File: config.mk
export PLATFORM = sky130hd
export DESIGN_NAME = op_result_demux_flat
export DESIGN_NICKNAME = d
export VERILOG_FILES = /design/src/rtl/op_result_demux_pkg.sv /design/src/rtl/op_result_demux_if.sv /design/src/rtl/op_result_demux_sweep_ctrl.sv /design/src/rtl/op_result_demux.sv /design/src/flat_wrapper.sv
export SDC_FILE = /design/constraint.sdc
export NUM_CORES = 1
export LEC_CHECK = 0
export ABC_AREA = 0
export ABC_CLOCK_PERIOD_IN_PS = 1990
export CAP_MARGIN = 20
export CORE_MARGIN = 5
export CORE_UTILIZATION = 50
export DETAILED_ROUTE_END_ITERATION = 8
export HOLD_SLACK_MARGIN = 0.06
export PLACE_DENSITY = 0.79
export SLEW_MARGIN = 20
export SYNTH_ARGS = -nofsm -noshare
export SYNTH_HDL_FRONTEND = slang
export SYNTH_SLANG_ARGS = --single-unit
export TNS_END_PERCENT = 1
File: constraint.sdc
create_clock -name clk -period 1.99 [get_ports clk]
set_input_delay 0.2985 -clock clk [delete_from_list [all_inputs] [get_ports clk]]
set_output_delay 0.2985 -clock clk [all_outputs]
set_load 0.01 [all_outputs]
File: src/rtl/op_result_demux_pkg.sv
// Shared encodings and sizes for the 8-slot result demux and its sweep sequencer.
package op_result_demux_pkg;

  localparam int N_SLOTS = 8;
  localparam int SEL_W   = 3;

  typedef enum logic [1:0] {
    ST_IDLE    = 2'd0,
    ST_SETTLE  = 2'd1,
    ST_CAPTURE = 2'd2,
    ST_DONE    = 2'd3
  } state_t;

  // Capture request from the sequencer to the slot bank.
  typedef struct packed {
    logic             en;
    logic [SEL_W-1:0] idx;
  } cap_t;

  function automatic logic [N_SLOTS-1:0] slot_onehot(input logic [SEL_W-1:0] idx);
    return N_SLOTS'(1) << idx;
  endfunction

endpackage

File: src/rtl/op_result_demux_if.sv
// Bus bundle between the op mux path and the result demux: write side in, capture bank out.
interface op_result_demux_if #(parameter int WIDTH = 1);
  import op_result_demux_pkg::*;

  logic [WIDTH-1:0]         din;
  logic                     wr_en;
  logic [SEL_W-1:0]         wr_sel;
  logic                     sweep_start;
  logic [SEL_W-1:0]         sel_out;
  logic [N_SLOTS*WIDTH-1:0] slots;
  logic [N_SLOTS-1:0]       valid;
  logic                     busy;
  logic                     done;

  modport master (
    output din, wr_en, wr_sel, sweep_start,
    input  sel_out, slots, valid, busy, done
  );

  modport slave (
    input  din, wr_en, wr_sel, sweep_start,
    output sel_out, slots, valid, busy, done
  );

endinterface

File: src/rtl/op_result_demux_sweep_ctrl.sv
// Sweep sequencer: walks sel_out 0..7, holding each select SETTLE cycles before a capture.
module op_result_demux_sweep_ctrl
  import op_result_demux_pkg::*;
#(
  parameter int SETTLE = 1
) (
  input  logic             clk,
  input  logic             rst,
  input  logic             sweep_start,
  output logic [SEL_W-1:0] sel_out,
  output logic             busy,
  output logic             done,
  output logic             idle,
  output logic             start_acc,
  output cap_t             cap
);

  localparam int CNT_W = (SETTLE < 2) ? 1 : $clog2(SETTLE + 1);

  state_t           state;
  logic [CNT_W-1:0] cnt;

  assign idle      = (state == ST_IDLE);
  assign start_acc = idle && sweep_start;
  assign cap.en    = (state == ST_CAPTURE);
  assign cap.idx   = sel_out;

  always_ff @(posedge clk) begin
    if (rst) begin
      state   <= ST_IDLE;
      sel_out <= '0;
      cnt     <= '0;
      busy    <= 1'b0;
      done    <= 1'b0;
    end else begin
      case (state)
        ST_IDLE: begin
          done <= 1'b0;
          if (sweep_start) begin
            state   <= ST_SETTLE;
            sel_out <= '0;
            cnt     <= '0;
            busy    <= 1'b1;
          end
        end
        ST_SETTLE: begin
          cnt <= cnt + CNT_W'(1);
          if (cnt == CNT_W'(SETTLE - 1)) state <= ST_CAPTURE;
        end
        ST_CAPTURE: begin
          cnt <= '0;
          // Last slot ends the sweep; sel_out parks at 7 rather than wrapping.
          if (sel_out == SEL_W'(N_SLOTS - 1)) begin
            state <= ST_DONE;
            busy  <= 1'b0;
            done  <= 1'b1;
          end else begin
            sel_out <= sel_out + SEL_W'(1);
            state   <= ST_SETTLE;
          end
        end
        ST_DONE: begin
          done  <= 1'b0;
          state <= ST_IDLE;
        end
        default: state <= ST_IDLE;
      endcase
    end
  end

endmodule

File: src/rtl/op_result_demux.sv
// 1-to-8 result demux: capture bank fed by the sweep sequencer or by manual idle writes.
module op_result_demux
  import op_result_demux_pkg::*;
#(
  parameter int WIDTH  = 1,
  parameter int SETTLE = 1
) (
  input  logic               clk,
  input  logic               rst,
  op_result_demux_if.slave   bus
);

  logic [SEL_W-1:0]              sel_out;
  logic                          busy, done, idle, start_acc;
  cap_t                          cap;
  logic                          man_wr;
  logic [N_SLOTS-1:0]            man_hit, cap_hit;
  logic [N_SLOTS-1:0][WIDTH-1:0] slot_q;
  logic [N_SLOTS-1:0]            valid_q;

  op_result_demux_sweep_ctrl #(.SETTLE(SETTLE)) u_ctrl (
    .clk        (clk),
    .rst        (rst),
    .sweep_start(bus.sweep_start),
    .sel_out    (sel_out),
    .busy       (busy),
    .done       (done),
    .idle       (idle),
    .start_acc  (start_acc),
    .cap        (cap)
  );

  // A sweep request in the same cycle as a manual write wins; the write is dropped.
  assign man_wr  = idle && bus.wr_en && !bus.sweep_start;
  assign man_hit = man_wr ? slot_onehot(bus.wr_sel) : '0;
  assign cap_hit = cap.en ? slot_onehot(cap.idx)    : '0;

  for (genvar k = 0; k < N_SLOTS; k++) begin : g_slot
    logic             hit;
    logic [WIDTH-1:0] d_q;
    logic             v_q;

    assign hit        = man_hit[k] || cap_hit[k];
    assign slot_q[k]  = d_q;
    assign valid_q[k] = v_q;

    always_ff @(posedge clk) begin
      if (rst) begin
        d_q <= '0;
        v_q <= 1'b0;
      end else begin
        if (hit) d_q <= bus.din;
        if (start_acc) v_q <= 1'b0;
        else if (hit)  v_q <= 1'b1;
      end
    end
  end

  assign bus.sel_out = sel_out;
  assign bus.slots   = slot_q;
  assign bus.valid   = valid_q;
  assign bus.busy    = busy;
  assign bus.done    = done;

endmodule

File: src/flat_wrapper.sv
// flat-port wrapper written by rule: the top's interface ports become plain ports
module op_result_demux_flat import op_result_demux_pkg::*;
#(
  parameter int WIDTH  = 1,
  parameter int SETTLE = 1
)
  (clk, rst, bus_din, bus_wr_en, bus_wr_sel, bus_sweep_start, bus_sel_out, bus_slots, bus_valid, bus_busy, bus_done);
  op_result_demux_if #(.WIDTH(WIDTH)) bus_i ();
  input  logic clk;
  input  logic rst;
  input wire logic [$bits(bus_i.din)-1:0] bus_din;
  input wire logic [$bits(bus_i.wr_en)-1:0] bus_wr_en;
  input wire logic [$bits(bus_i.wr_sel)-1:0] bus_wr_sel;
  input wire logic [$bits(bus_i.sweep_start)-1:0] bus_sweep_start;
  output wire logic [$bits(bus_i.sel_out)-1:0] bus_sel_out;
  output wire logic [$bits(bus_i.slots)-1:0] bus_slots;
  output wire logic [$bits(bus_i.valid)-1:0] bus_valid;
  output wire logic [$bits(bus_i.busy)-1:0] bus_busy;
  output wire logic [$bits(bus_i.done)-1:0] bus_done;
  assign bus_i.din = bus_din;
  assign bus_i.wr_en = bus_wr_en;
  assign bus_i.wr_sel = bus_wr_sel;
  assign bus_i.sweep_start = bus_sweep_start;
  assign bus_sel_out = bus_i.sel_out;
  assign bus_slots = bus_i.slots;
  assign bus_valid = bus_i.valid;
  assign bus_busy = bus_i.busy;
  assign bus_done = bus_i.done;
  op_result_demux #(.WIDTH(WIDTH), .SETTLE(SETTLE)) u_core (.clk(clk), .rst(rst), .bus(bus_i));
endmodule
* Word-level counts from Yosys, hierarchy flattened *
Index checks and enable logic that the tools add are counted.

storage, ports and cells
  register bits = 24
  bits of input ports = 8
  output and inout bits = 21
  logic and storage cells = 72

operators by class
  add/subtract/negate cells = 2
  eq/ne operators = 8
  shift operators = 2
  muxes and demuxes = 16
  reductions and logical operators = 23

operator list
  cell                   number
  $mux W8                2
  $shl A1 B3 Y8 const A  2
  $logic_or A1 B1 Y1     8
  $ne A2 B2 Y1 const B   4
  $pmux W2 S4            1
  $mux W2                3
  $mux W3                2
  $pmux W3 S2            1
  $reduce_and A2 Y1      3
  $reduce_and A3 Y1      2
  $eq A2 B2 Y1 const B   2
  $mux W1                4
  $pmux W1 S2            2
  $reduce_bool A2 Y1     2
  $reduce_or A2 Y1       2
  $add A3 B1 Y3 const B  1
  $eq A3 B3 Y1 const B   1
  $logic_and A1 B1 Y1    3
  $pmux W1 S3            1
  $reduce_bool A3 Y1     1
  $eq A2 B1 Y1 const B   1
  $logic_not A2 Y1       1
  $add A1 B1 Y1 const B  1
  $logic_not A1 Y1       1

* Longest topological paths before layout *
Gate-level depths: netlist of the first run.

  depth after elaboration = 5
  mapped depth = 6
  mapped depth without buffers = 5

* Modules after synthesis *
Synthesis of the first run repeated with hierarchy kept, for this count alone.

second synthesis, totals
  cell total of the unflattened synthesis = 139
  area total of the unflattened synthesis = 1307.5 um^2

modules (own cells, without submodules)
  module                      instances  cells an instance  area an instance (um^2)  sequential area each (um^2)
  op_result_demux             1          86                 824.5                    320.3
  op_result_demux_sweep_ctrl  1          53                 483.0                    160.2

* Least setup slack after synthesis of the first run *
Ideal clock, no wire load.

  kind = flip-flop to flip-flop
  from = register u_core.u_ctrl.state[0]
  to = register u_core.u_ctrl.cnt
  library setup time = 0.070 ns
  arrival time = 1.463 ns
  required time = 1.920 ns
  slack = 0.457 ns
  stages on the path, launching flop included = 6
  path buffers = 0
  clock period less this slack = 1.533 ns
  path through = dfxtp_1 inv_1 ha_1 nor2b_2 or4b_1 a21oi_1

between the ends
  cells in the longest elaborated chain, start to end = 3
  elaborated cells between the ends (all ways) = 7
  those cells by class = eq/ne (3); mux (1); reduce/logical (3)

RTL lines
  element                                                              line                              RTL
  start: declaration                                                   op_result_demux_sweep_ctrl.sv:20  state_t state;
  start signal: assignment                                             op_result_demux_sweep_ctrl.sv:30  state <= ST_IDLE;
  start signal: assignment                                             op_result_demux_sweep_ctrl.sv:40  state <= ST_SETTLE;
  start signal: assignment                                             op_result_demux_sweep_ctrl.sv:48  if (cnt == CNT_W'(SETTLE - 1)) state <= ST_CAPTURE;
  $eq A2 B1 Y1 (tied with other cells)                                 op_result_demux_sweep_ctrl.sv:36  case (state)
  $reduce_bool A3 Y1 (no source line) or $ne A2 B2 Y1 (tied branches)  -
  $reduce_and A2 Y1 (no source line)                                   -
  end signal: assignment                                               op_result_demux_sweep_ctrl.sv:47  cnt <= cnt + CNT_W'(1);
  end: declaration                                                     op_result_demux_sweep_ctrl.sv:21  logic [CNT_W-1:0] cnt;

Several ways; a longest one is shown, not always the timed one.
A chain may end at the register's enable or synchronous reset.

* Worst setup path in the final report of the first run *
  from = register u_core.u_ctrl.sel_out[2]
  to = output port bus_sel_out[2]

RTL lines
  element                   line                              RTL
  start: declaration        op_result_demux_sweep_ctrl.sv:10  output logic [SEL_W-1:0] sel_out,
  start signal: assignment  op_result_demux_sweep_ctrl.sv:58  sel_out <= sel_out + SEL_W'(1);
  end: declaration          flat_wrapper.sv:15                output wire logic [$bits(bus_i.sel_out)-1:0] bus_sel_out;

No word-level cell between the ends.

==> results of run 1 <==
## layer usage
layer / global-route usage / up-vias / part of all wire
met3: 0.0396 / 5 / 0.049
met5: 0 / - / 0
met1: 0.159 / 491 / 0.44
met4: 0.0584 / 0 / 0.014
li1: - / 518 / -
met2: 0.263 / 29 / 0.50
## logic make-up after synthesis
logic type,after synthesis
AND/OR/NAND/NOR,36
AO/OA/AOI/OAI,35
buffers and inverters,29
flip-flops,24
adder cells (fa/ha/maj),12
multiplexers,9
## sequential cells by signal, summed over array words and instances (netlist names)
signal	count
u_core.g_slot.d_q	8
u_core.g_slot.v_q	8
u_core.u_ctrl.busy	1
u_core.u_ctrl.cnt	1
u_core.u_ctrl.done	1
u_core.u_ctrl.sel_out	3
u_core.u_ctrl.state	2
## cells in the mapped netlist
master,number
or4b_1,1
and3_1,1
buf_2,1
and2_1,2
nand3b_1,3
nor3b_1,2
nand4_1,1
a21oi_1,8
a32o_1,3
and3b_1,3
buf_1,1
a31o_1,1
a21boi_1,3
nor2b_2,1
nor3b_2,1
nand2b_1,11
ha_1,12
buf_4,16
nand2_1,4
inv_1,9
a31oi_1,1
a22o_1,3
a311oi_1,1
o31a_1,1
nor2_1,2
or2_0,1
o21ai_1,5
a22oi_1,1
nor2b_1,3
o21ai_0,1
mux2i_1,9
o21a_1,6
dfxtp_1,24
clkbuf_1,2
o21bai_1,1
## power breakdown
part | internal [mW] | total (mW) | switching, mW
combinational | 0.129 | 0.260 | 0.131
clock | 0.0707 | 0.201 | 0.130
sequential | 0.507 | 0.531 | 0.0241
## area by class of cell
cell class / count / area [um2]
Clock buffer: 3 / 22.5
Timing Repair Buffer: 32 / 310
Multi-Input combinational cell: 92 / 718
Tap cell: 31 / 38.8
Inverter: 9 / 33.8
Sequential cell: 24 / 480
Fill cell: 248 / 1080
## metrics by stage
stage | instance area [um2] | setup slack [ps] | hold WS (ps) | instances | total power [mW]
global route | 1600 | 125 | 488 | 191 | 1.06
floorplan | 1370 | 457 | 425 | 145 | 0.716
CTS | 1600 | 223 | 455 | 191 | 1.00
detailed placement | 1580 | 246 | 437 | 188 | 0.803
finish | 1600 | 236 | 452 | 191 | 0.992
global placement | 1580 | 302 | 432 | 188 | 0.792
## worst reg2reg max path: cells and delay by family, from the launching register on
family / cells / cell delay (ps)
adders and majority gates: 1 / 300
DFF: 1 / 430
buffers and inverters: 1 / 100
AOI/OAI and AO/OA: 1 / 130
and+or+nand+nor: 2 / 700
## cells in the final DEF (no fill, tap or decap), types with 4 or more instances in the layout
cell / count
ha_1: 12
clkdlybuf4s50_1: 28
o21a_1: 6
mux2i_1: 9
nand2_1: 4
o21ai_1: 5
buf_4: 4
dfxtp_1: 24
a21oi_1: 8
nand2b_1: 11
inv_1: 9
## worst max path at each step
stage / depth (start not counted) / slack, ps / start / end
floorplan: 5 / 460 / u_core.u_ctrl.state[0]$_SDFFE_PP0P_ / u_core.u_ctrl.cnt$_SDFFE_PP0P_
global placement: 4 / 300 / bus_sweep_start / u_core.g_slot[4].v_q$_SDFFE_PP0P_
detailed placement: 4 / 250 / bus_sweep_start / u_core.g_slot[7].d_q$_SDFFE_PP0P_
CTS: 1 / 220 / u_core.u_ctrl.sel_out[2]$_SDFFE_PP0P_ / bus_sel_out[2]
global route: 5 / 130 / u_core.u_ctrl.state[0]$_SDFFE_PP0P_ / u_core.u_ctrl.cnt$_SDFFE_PP0P_
finish: 1 / 240 / u_core.u_ctrl.sel_out[2]$_SDFFE_PP0P_ / bus_sel_out[2]
==> results_dict.tcl, run 1 <==
set metrics [dict create \
    vias_per_cell 5.46 \
    syn_area_um2 1370 \
    wl_per_cell_um 14.2 \
    vias_in_the_first_global_route 1097 \
    r2r-end "u_core.u_ctrl.cnt$_SDFFE_PP0P_" \
    finish.net_count 182 \
    report.final.setup_viol 0 \
    grt_overflow 0 \
    worstHoldPathType "flip-flop to flip-flop" \
    power.density_nw_per_um2 618 \
    final_core_utilization 0.597 \
    yosys.area.top_type "dfxtp_1" \
    hold_start "u_core.g_slot[3].v_q$_SDFFE_PP0P_" \
    max_cap_viol_count 0 \
    floorplan.die.height_um 62.3 \
    synthesis.instances 145 \
    tritoncts "built" \
    worst_path_largest_cell_delay_ps 610 \
    flip_flop_and_latch_count_after_synthesis 24 \
    postCtsResizedCells 0 \
    dp.final_hpwl_mm 2.16 \
    run_status "complete, no violations" \
    post_cts_hold_buffer_count 0 \
    finalClockSkew_ps 4.84 \
    cts-root-buf "clkbuf_4" \
    post_synth_num_cell_types 35 \
    post_synth_mux_area_share 0.0658 \
    synth-adder-area-share 0.110 \
    rsz_0062_raised_after_global_routing "no" \
    ff2ff_setup_slack_ps 270 \
    worst-endpoint-required_ps 1690 \
    path_cells "clkdlybuf4s50_1" \
    yosys_warnings 0 \
    arrival_time_worst_endpoint_ps 1460 \
    final.period_utilization 0.881 \
    worst-path-max-fanout 10 \
    grt_antenna_before_repair 0 \
    route.antenna.remaining_nets 0 \
    worst-r2r-cell-count 5 \
    bufs_and_invs_on_worst_path 1 \
    vias_after_detailed_routing 1043 \
    ys_seq_area_frac 0.351 \
    antenna_cells 0 \
    core-area_um2 2690 \
    setup.worst_path.start_class "flip-flop" \
    drt-initial-drc-count 20 \
    worstHoldPathCells 2 \
    clock_path_buffers 2 \
    placement.io_buffers 28 \
    gr-usage-all-layers 0.146 \
    synth.top_cells.by_area "dfxtp_1, ha_1, buf_4" \
    clk_latency_ps 300 \
    f_max_ghz 0.570 \
    power_leakage_nw 0.623 \
    timing_max_transition_violations_final 0 \
    syn-mean-instance-area_um2 9.44 \
    syn_nets 165 \
    die_area_um2 3880 \
    grt_start_max_net_pins 13 \
    finalHoldViolCount 0 \
    globalplace.congestion 0.808 \
    clkSinkCount 24 \
    floorplan.io_pins 29 \
    synth_xor_xnor_area_share 0 \
    post_route_cells_drive_above_1_share 0.0563 \
    cts.htree.levels 1 \
    timing.final.crit_period_ps 1750 \
    clk_slew_on_worst_s_h_paths_ps 120 \
    largest_family_of_logic_cells_by_synthesized_area "compound AO/OA/AOI/OAI gates" \
    final_wl_mm 2.71 \
    cts_buffer_count 3 \
    timing.critical_path.max_delay_family "buffers and inverters" \
    grt_first_pass_wirelength_mm 4.74 \
    drt_pass1_iterations 4 \
    drt_drc_violations_left 0 \
    synth-simple-area-share 0.173 \
    vdd_drop_max_v 0.000494 \
    worstHoldEndpoint "u_core.g_slot[3].v_q$_SDFFE_PP0P_" \
    start_util 0.510 \
    worst_margin_slew_ps 361 \
    core.rowCount 19 \
    worst_r2r_startpoint "u_core.u_ctrl.state[0]$_SDFFE_PP0P_" \
    setup.worst_path.class "flip-flop to output pin" \
    yosysTopAreaCellShare 0.351 \
    crit_path_end_kind "output pin" \
    die_width_um 62.3 \
    synth_compound_area_frac 0.176 \
    tns_ps 0 \
    area_growth_pct 17.2 \
    maxSlewHeadroom 0.759 \
    post-cts-setup-buffers 0 \
    slowest_stage "clkdlybuf4s50_1" \
]
(Power assumes the default switching activity.)
==> run 2, diff against run 1 <==
--- a/config.mk
+++ b/config.mk
@@ -7,7 +7,7 @@
 export LEC_CHECK = 0
 export ABC_AREA = 0
 export ABC_CLOCK_PERIOD_IN_PS = 1990
-export CAP_MARGIN = 20
+export CAP_MARGIN = 10
 export CORE_MARGIN = 5
 export CORE_UTILIZATION = 50
 export DETAILED_ROUTE_END_ITERATION = 8
==> results of run 2 <==
The final DEF is identical to that of run 1; final timing and power are the same.
